`src/rtl/adc_pkg.sv`:
```
// rtl/adc_pkg.sv - shared FSM state type and default sizing for the ADC delay capture
package adc_pkg;

   localparam int DEF_DATA_W  = 14;
   localparam int DEF_DEPTH   = 100;
   localparam int DEF_PRETRIG = 20;

   typedef enum logic [2:0] {
      S_IDLE  = 3'd0,
      S_FILL  = 3'd1,
      S_ARMED = 3'd2,
      S_POST  = 3'd3,
      S_HOLD  = 3'd4
   } state_t;

endpackage

```
`src/rtl/delay_line.sv`:
```
// rtl/delay_line.sv - DEPTH-tap shift register with shift enable, tap [0] is newest
module delay_line #(
   parameter int DATA_W = 14,
   parameter int DEPTH  = 100
) (
   input  logic              clk,
   input  logic              rst_n,
   input  logic              shift_en_i,
   input  logic [DATA_W-1:0] din_i,
   output logic [DATA_W-1:0] taps_o [DEPTH]
);

   logic [DATA_W-1:0] taps_q [DEPTH];

   // Shift one sample in at [0] when enabled; hold otherwise.
   always_ff @(posedge clk or negedge rst_n) begin
      if (!rst_n) begin
         for (int i = 0; i < DEPTH; i++) begin
            taps_q[i] <= '0;
         end
      end else if (shift_en_i) begin
         taps_q[0] <= din_i;
         for (int i = 1; i < DEPTH; i++) begin
            taps_q[i] <= taps_q[i-1];
         end
      end
   end

   assign taps_o = taps_q;

endmodule

```
`src/rtl/adc_delay_capture.sv`:
```
// rtl/adc_delay_capture.sv - ADC delay line with threshold-triggered window capture
module adc_delay_capture
   import adc_pkg::*;
#(
   parameter int DATA_W     = DEF_DATA_W,
   parameter int DEPTH      = DEF_DEPTH,
   parameter int PRETRIG    = DEF_PRETRIG,
   parameter int CONTINUOUS = 0
) (
   input  logic              clk,
   input  logic              rst_n,
   input  logic [DATA_W-1:0] ADC_IN,
   input  logic [DATA_W-1:0] threshold,
   input  logic              arm,
   input  logic              ack,
   output logic [DATA_W-1:0] DelayVec [DEPTH],
   output logic              valid,
   output logic [15:0]       trig_count
);

   localparam int CNT_W = $clog2(DEPTH + 1);
   // Samples that must follow the trigger sample to place it at [DEPTH-PRETRIG-1].
   localparam int POST_LEN = DEPTH - PRETRIG - 1;

   state_t           state_q;
   logic [CNT_W-1:0] fill_cnt_q;
   logic [CNT_W-1:0] post_cnt_q;
   logic             valid_q;
   logic [15:0]      trig_count_q;
   logic             shift_en;
   logic             trig_hit;

   // Only a held window freezes the line; free-running mode never holds.
   assign shift_en = (CONTINUOUS != 0) || (state_q != S_HOLD);

   // Rising crossing: new sample at/above the level, previous sample below it.
   assign trig_hit = (ADC_IN >= threshold) && (DelayVec[0] < threshold);

   delay_line #(
      .DATA_W (DATA_W),
      .DEPTH  (DEPTH)
   ) u_delay_line (
      .clk        (clk),
      .rst_n      (rst_n),
      .shift_en_i (shift_en),
      .din_i      (ADC_IN),
      .taps_o     (DelayVec)
   );

   // Capture FSM with registered valid and trigger counter; parked in IDLE when free-running.
   always_ff @(posedge clk or negedge rst_n) begin
      if (!rst_n) begin
         state_q      <= S_IDLE;
         fill_cnt_q   <= '0;
         post_cnt_q   <= '0;
         valid_q      <= 1'b0;
         trig_count_q <= '0;
      end else if (CONTINUOUS == 0) begin
         case (state_q)
            S_IDLE: begin
               if (arm) begin
                  state_q    <= S_FILL;
                  fill_cnt_q <= '0;
               end
            end
            S_FILL: begin
               if (!arm) begin
                  state_q <= S_IDLE;
               end else if (fill_cnt_q == CNT_W'(PRETRIG - 1)) begin
                  state_q <= S_ARMED;
               end else begin
                  fill_cnt_q <= fill_cnt_q + 1'b1;
               end
            end
            S_ARMED: begin
               if (!arm) begin
                  state_q <= S_IDLE;
               end else if (trig_hit) begin
                  trig_count_q <= trig_count_q + 16'd1;
                  if (POST_LEN == 0) begin
                     state_q <= S_HOLD;
                     valid_q <= 1'b1;
                  end else begin
                     post_cnt_q <= CNT_W'(POST_LEN);
                     state_q    <= S_POST;
                  end
               end
            end
            S_POST: begin
               // Counter holds the samples still to shift; the last one lands as we enter HOLD.
               if (!arm) begin
                  state_q <= S_IDLE;
               end else if (post_cnt_q == CNT_W'(1)) begin
                  post_cnt_q <= '0;
                  state_q    <= S_HOLD;
                  valid_q    <= 1'b1;
               end else begin
                  post_cnt_q <= post_cnt_q - 1'b1;
               end
            end
            S_HOLD: begin
               if (ack) begin
                  valid_q <= 1'b0;
                  if (arm) begin
                     state_q    <= S_FILL;
                     fill_cnt_q <= '0;
                  end else begin
                     state_q <= S_IDLE;
                  end
               end
            end
            default: state_q <= S_IDLE;
         endcase
      end
   end

   assign valid      = valid_q;
   assign trig_count = trig_count_q;

endmodule

```
`config.mk`:
```
export PLATFORM = sky130hd
export DESIGN_NAME = adc_delay_capture
export DESIGN_NICKNAME = d
export VERILOG_FILES = /design/src/rtl/adc_pkg.sv /design/src/rtl/delay_line.sv /design/src/rtl/adc_delay_capture.sv
export SDC_FILE = /design/constraint.sdc
export NUM_CORES = 2
export LEC_CHECK = 0
export ABC_AREA = 1
export BUFFER_PORTS_ARGS = -buffer_cell sky130_fd_sc_hd__buf_2
export CORE_AREA = 2 2 559 561
export CTS_BUF_LIST = sky130_fd_sc_hd__clkbuf_2
export CTS_CLUSTER_SIZE = 8
export DETAILED_ROUTE_END_ITERATION = 10
export DIE_AREA = 0 0 561 563
export GPL_TIMING_DRIVEN = 0
export MAX_ROUTING_LAYER = met4
export SLEW_MARGIN = 20
export SYNTH_ARGS = -nofsm -noshare
export SYNTH_HDL_FRONTEND = slang
export SYNTH_HIERARCHICAL = 1
export SYNTH_SLANG_ARGS = --single-unit
```
`constraint.sdc`:
```
create_clock -name clk -period 2 [get_ports clk]
set_clock_uncertainty 0.15 [all_clocks]
set_input_delay 0.2 -clock clk [delete_from_list [all_inputs] [get_ports clk]]
set_output_delay 0.2 -clock clk [all_outputs]
set_load 0.005 [all_outputs]
```
==> Yosys cells after proc, flatten, opt, wreduce, memory -nomap -nowiden <==
Cells that the tools add are included.
{ "classes": {"n_addsub": 3, "n_lt_le_gt_ge": 2, "n_eq_ne": 18, "muxes": 24, "reduce_logical": 10} }
{ "op_table": {"columns": ["cell", "count"], "rows": [
  ["two-way mux 7 bit", 8],
  ["two-way mux 3 bit", 8],
  ["one-hot mux 7 bit (3 select lines)", 1],
  ["adder 16 x 1 -> 16 bit, second input constant", 1],
  ["inequality test 2 bit, second input constant", 8],
  ["one-hot mux 3 bit (5 select lines)", 1],
  ["greater-or-equal comparator 14 bit", 1],
  ["< comparator 14 bit", 1],
  ["one-hot mux 7 bit (2 select lines)", 1],
  ["inequality test 3 bit, second input constant", 4],
  ["AND reduction 4 bit", 3],
  ["adder 7 x 1 -> 7 bit, second input constant", 1],
  ["equality test 7 x 1 -> 1 bit, second input constant", 1],
  ["equality test 7 x 5 -> 1 bit, second input constant", 1],
  ["subtractor 7 x 1 -> 7 bit, second input constant", 1],
  ["equality test 3 x 2 -> 1 bit, second input constant", 2],
  ["AND reduction 5 bit", 1],
  ["two-way mux 1 bit", 4],
  ["nonzero test 2 bit", 2],
  ["equality test 3 x 1 -> 1 bit, second input constant", 1],
  ["equality test 3 bit, second input constant", 1],
  ["logical NOT 3 bit", 1],
  ["AND reduction 3 bit", 1],
  ["nonzero test 3 bit", 1],
  ["other kinds (2)", 2]
]} }
{ "totals": {"reg_bits": 1434, "inputBits": 32, "out_inout_bits": 1417, "wordCells": 162} }

==> Depth between registers and ports, before layout <==
{ "logic_depth": {"ltp_word": 5, "mapped_depth": 14, "ltp_nobuf": 14} }

==> By module <==
Netlist, hierarchy kept.
{ "modules_own_cells": {"columns": ["mod", "instances", "cells_per_inst", "area_per_inst_um2", "seq_area_each_um2"], "rows": [
  ["delay_line", 1, 5912, 52557.9, 35033.6],
  ["adc_delay_capture", 1, 391, 2841.5, 850.8]
]} }

==> Worst setup path before layout <==
OpenSTA, ideal clock, no wires.
{ "synth_timing": {"path_type": "reg-to-reg", "from": "register u_delay_line.taps_q, in the netlist u_delay_line/taps_o[1399]", "to": "register trig_count_q[9] (netlist: trig_count[9])", "setup_time_ns": 0.123, "arrival_time_ns": 1.614, "slack_ns": 0.114, "path_stages_with_launch": 10, "period_less_slack_ns": 1.886, "cell_sequence": "dfrtp_1 -> ha_1 -> a21o_1 -> nor2_1 -> nand2_1 -> a21oi_4 -> nand2_2 -> nor2_4 -> buf_8 -> o21ai_1"} }
{ "synth_between": {"elab_chain_cells": 3} }
{ "synth_lines": {"columns": ["item", "line", "rtl"], "rows": [
  ["start, declared", "delay_line.sv:13", "logic [DATA_W-1:0] taps_q [DEPTH];"],
  ["start signal, assigned by index", "delay_line.sv:24", "taps_q[i] <= taps_q[i-1];"],
  ["< comparator 14 bit", "adc_delay_capture.sv:37", "assign trig_hit = (ADC_IN >= threshold) && (DelayVec[0] < threshold);"],
  ["logical AND 1 bit", "adc_delay_capture.sv:37", null],
  ["AND reduction 3 bit (no line)", null, null],
  ["end signal, assigned", "adc_delay_capture.sv:79", "trig_count_q <= trig_count_q + 16'd1;"],
  ["end, declared", "adc_delay_capture.sv:29", "logic [15:0] trig_count_q;"]
]} }
No other way between the ends.
A chain may end at the register's enable or synchronous reset.

==> Final worst setup path <==
{ "layout_timing": {"from": "register u_delay_line.taps_q, in the netlist u_delay_line/taps_o[930]", "to": "output port DelayVec[930] (netlist name)"} }
{ "layout_rtl": {"columns": ["item", "line", "rtl"], "rows": [
  ["end, declared", "adc_delay_capture.sv:16", "output logic [DATA_W-1:0] DelayVec [DEPTH],"]
]} }
No word-level cell between the ends.

==> impl_metrics.env <==
export IMPL_crit_type="reg2out"
export IMPL_dp_hpwl_um=216000
export IMPL_final_antenna_net_count=0
export IMPL_drive_above_1_share_pct=38.4
export IMPL_cp_start_kind="flop"
export IMPL_p_per_area_mw_per_mm2=1210
export IMPL_yosys_register_bits=1434
export IMPL_cp_cell_sequence="buf_6"
export IMPL_crit_buf_inv=1
export IMPL_critPathMaxFanout=2
export IMPL_p_leak_nw=47.7
export IMPL_status="complete, but fails checks"
export IMPL_wl_um=298000
export IMPL_io_pins=1449
export IMPL_row_count=205
export IMPL_cts_hold_buf=111
export IMPL_via_per_inst=4.01
export IMPL_grt_pass1_wl_um=396000
export IMPL_clock_latency_ns=1.73
export IMPL_endpoint="DelayVec[930]"
export IMPL_min_delay_path_class="in2async"
export IMPL_dp_cells=11903
export IMPL_grt_pass1_vias=50159
export IMPL_r2r_end="trig_count[11]$_DFFE_PN0P_"
export IMPL_slowest_delay_ns=0.60
export IMPL_drc=0
export IMPL_r2r_cells=13
export IMPL_dr_pass1_iters=6
export IMPL_cts_buffer_depth=4
export IMPL_async_flop_share_pct=100
export IMPL_cts_root_buf="clkbuf_2"
export IMPL_syn_cell_area_mm2=0.0554
export IMPL_numCtsBuffers=389
export IMPL_finalPower_mw=101
export IMPL_final_period_utilization_pct=141
export IMPL_final_hold_viol_count=475
export IMPL_start_util_pct=17.9
export IMPL_crit_path_start="u_delay_line/taps_o[930]$_DFFE_PN0P_"
export IMPL_area_delta_synth_final_pct=50.6
export IMPL_final_cell_mix="4203 x nand2_1, 1290 x buf_2, 1173 x dfrtp_1, 777 x buf_4, 568 x clkbuf_2"
export IMPL_synthCells=6303
export IMPL_cts_max_level=5
export IMPL_grt_use_total_pct=18.2
export IMPL_via_count=54106
export IMPL_ys_flop_type="dfrtp_1"
export IMPL_yosys_warnings=6
export IMPL_tritoncts="yes"
export IMPL_grt_setup_unrepaired="true"
export IMPL_cp_required_ns=1.65
export IMPL_io_buffers=1448
export IMPL_grt_overflow=0
export IMPL_die_w_um=561
export IMPL_timing_rr_start="u_delay_line/taps_o[1399]$_DFFE_PN0P_"
export IMPL_syn_avg_cell_area_um2=8.79
export IMPL_slew_violations=0
export IMPL_gp_congestion=0.962
export IMPL_antenna_found_initial=20
export IMPL_grt_start_max_net_pins=138
export IMPL_fmax_mhz=354
export IMPL_min_period_ns=2.83
export IMPL_path_depth=1
export IMPL_cap_violations=0
export IMPL_end_kind="output port"
export IMPL_core_mm2=0.310
export IMPL_reg2reg_slack_ns=-0.72
export IMPL_max_slew_margin_pct=46.7
export IMPL_setup_ws_ns=-0.826
export IMPL_synthesis_nets=6366
export IMPL_setup_violations=2974
export IMPL_cp_arrival_ns=2.48
export IMPL_worst_slew_pin_slew_ns=0.800
export IMPL_mostFrequentLayoutCell="nand2_1"
export IMPL_wl_per_cell_um=22.1
export IMPL_clkTransAtPathRegs_ns=0.13
export IMPL_vdd_ir_drop_max_v=0.000840
export IMPL_synth_seq_area_share_pct=64.8
export IMPL_cts_sinks=1434
export IMPL_die_height_um=563
export IMPL_hold_ws_ns=-0.861
export IMPL_violations="negative hold slack, negative setup slack"
export IMPL_synth_edff_count=0
export IMPL_synth_distinct_cells=35
export IMPL_layout_nets=9123
export IMPL_dieArea_mm2=0.316
export IMPL_cp_slowest_cell="dfrtp_4"
export IMPL_final_cells=13484
export IMPL_drtIter0Drc=4329
export IMPL_path_delay_family="flip-flops"
## worst min-delay path by stage
stage,startpoint,endpoint,slack (ns),cells past startpoint
2_1_floorplan,rst_n,fill_cnt_q[0]$_DFFE_PN0P_,-0.25,0
3_3_place_gp,ADC_IN[3],u_delay_line/taps_o[1389]$_DFFE_PN0P_,0.28,3
3_5_place_dp,rst_n,u_delay_line/taps_o[917]$_DFFE_PN0P_,0.005,1
4_1_cts,rst_n,trig_count[15]$_DFFE_PN0P_,-1.23,10
5_1_grt,rst_n,u_delay_line/taps_o[1391]$_DFFE_PN0P_,-1.15,10
6_report,rst_n,state_q[2]$_DFFE_PN0P_,-0.86,10
## Yosys cell counts (2+ instances only)
library cell	number	area, um^2
a21oi_1	7	35.0
buf_2	219	1100
buf_4	73	548
buf_6	6	67.6
buf_8	2	30.0
clkbuf_1	15	56.3
dfrtp_1	1434	35900
ha_1	31	388
inv_1	54	203
inv_2	10	37.5
nand2_1	4313	16200
nand2_2	2	12.5
nand3_1	25	125
nand3_2	2	20.0
nand3b_1	2	15.0
nand4_1	3	18.8
nor2_1	32	120
nor2_4	2	22.5
nor3_1	10	50.1
nor4_1	2	12.5
o21ai_0	5	25.0
o21ai_1	13	65.1
o21ai_2	8	70.1
xnor2_1	4	35.0
xor2_1	19	166
## per-layer routing
metal / track usage [%] / wire length, um
met3: 5.12 / 25700
met2: 30.7 / 146000
met1: 20.1 / 111000
met4: 8.02 / 16100
met5: - / 0
## power breakdown
group / switching (mW) / leakage (nW) / internal [mW]
Clock: 13.5 / 2.63 / 8.00
Sequential: 8.82 / 18.3 / 36.3
Combinational: 18.1 / 26.7 / 15.9
Total: 40.4 / 47.7 / 60.2
## tightest hold or removal path: stages
cell and delay, ns:
buf_12 0.08, buf_16 0.10, buf_16 0.10, buf_16 0.10, buf_16 0.10, buf_16 0.10, buf_16 0.10, buf_16 0.10
buf_16 0.10, buf_16 0.34
## timing repair
action | CTS | global route
pin swaps | 21 | 6
setup buffers | 131 | 635
endpoints found under the hold margin | 1001 | 475
endpoints found under the setup margin | 2843 | 3332
resized for setup | 588 | 569
gates cloned | 26 | 5
## layout make-up
type | instances | area (um^2)
Inverter | 65 | 259
Buffer | 315 | 2290
Sequential cell | 1434 | 36300
Multi-Input combinational cell | 4489 | 17800
Timing Repair Buffer | 2366 | 18100
Tap cell | 4140 | 5180
Clock inverter | 89 | 558
Clock buffer | 568 | 2840
Fill cell | 33454 | 227000
Antenna cell | 18 | 45.0
## state kept, by name, summed over array words and instances (netlist names)
register	flops
fill_cnt_q	7
valid	1
u_delay_line/taps_o	1400
state_q	3
post_cnt_q	7
trig_count	16
## cell families (layout without fill, tap and decap cells)
| kind of cell | count (synthesis) | count (layout) | synth area share [%] |
|---|---|---|---|
| AND/OR/NAND/NOR | 4397 | 4397 | 30.0 |
| flip-flops | 1434 | 1434 | 64.8 |
| buffers and inverters | 380 | 3403 | 3.69 |
| AO/OA/AOI/OAI | 37 | 37 | 0.443 |
| adder cells (fa/ha/maj) | 31 | 31 | 0.700 |
| XOR/XNOR | 23 | 23 | 0.364 |
| multiplexers | 1 | 1 | 0.0181 |
| other | 0 | 18 | 0 |
## through the flow
stage | setup WS (ns) | cell area, um^2 | TNS [ns] | utilization (%)
2_1_floorplan | 0.114 | 55400 | 0 | -
3_3_place_gp | -33.13 | 67800 | - | 21.9
3_5_place_dp | -1.81 | 68200 | -1864.28 | 22.0
4_1_cts | -1.26 | 76600 | -2022.48 | 24.7
5_1_grt | -1.20 | 83400 | -2094.14 | 26.9
6_report | -0.826 | 83400 | -1389.51 | 26.9
No activity file was read; power rests on OpenSTA's default activity.
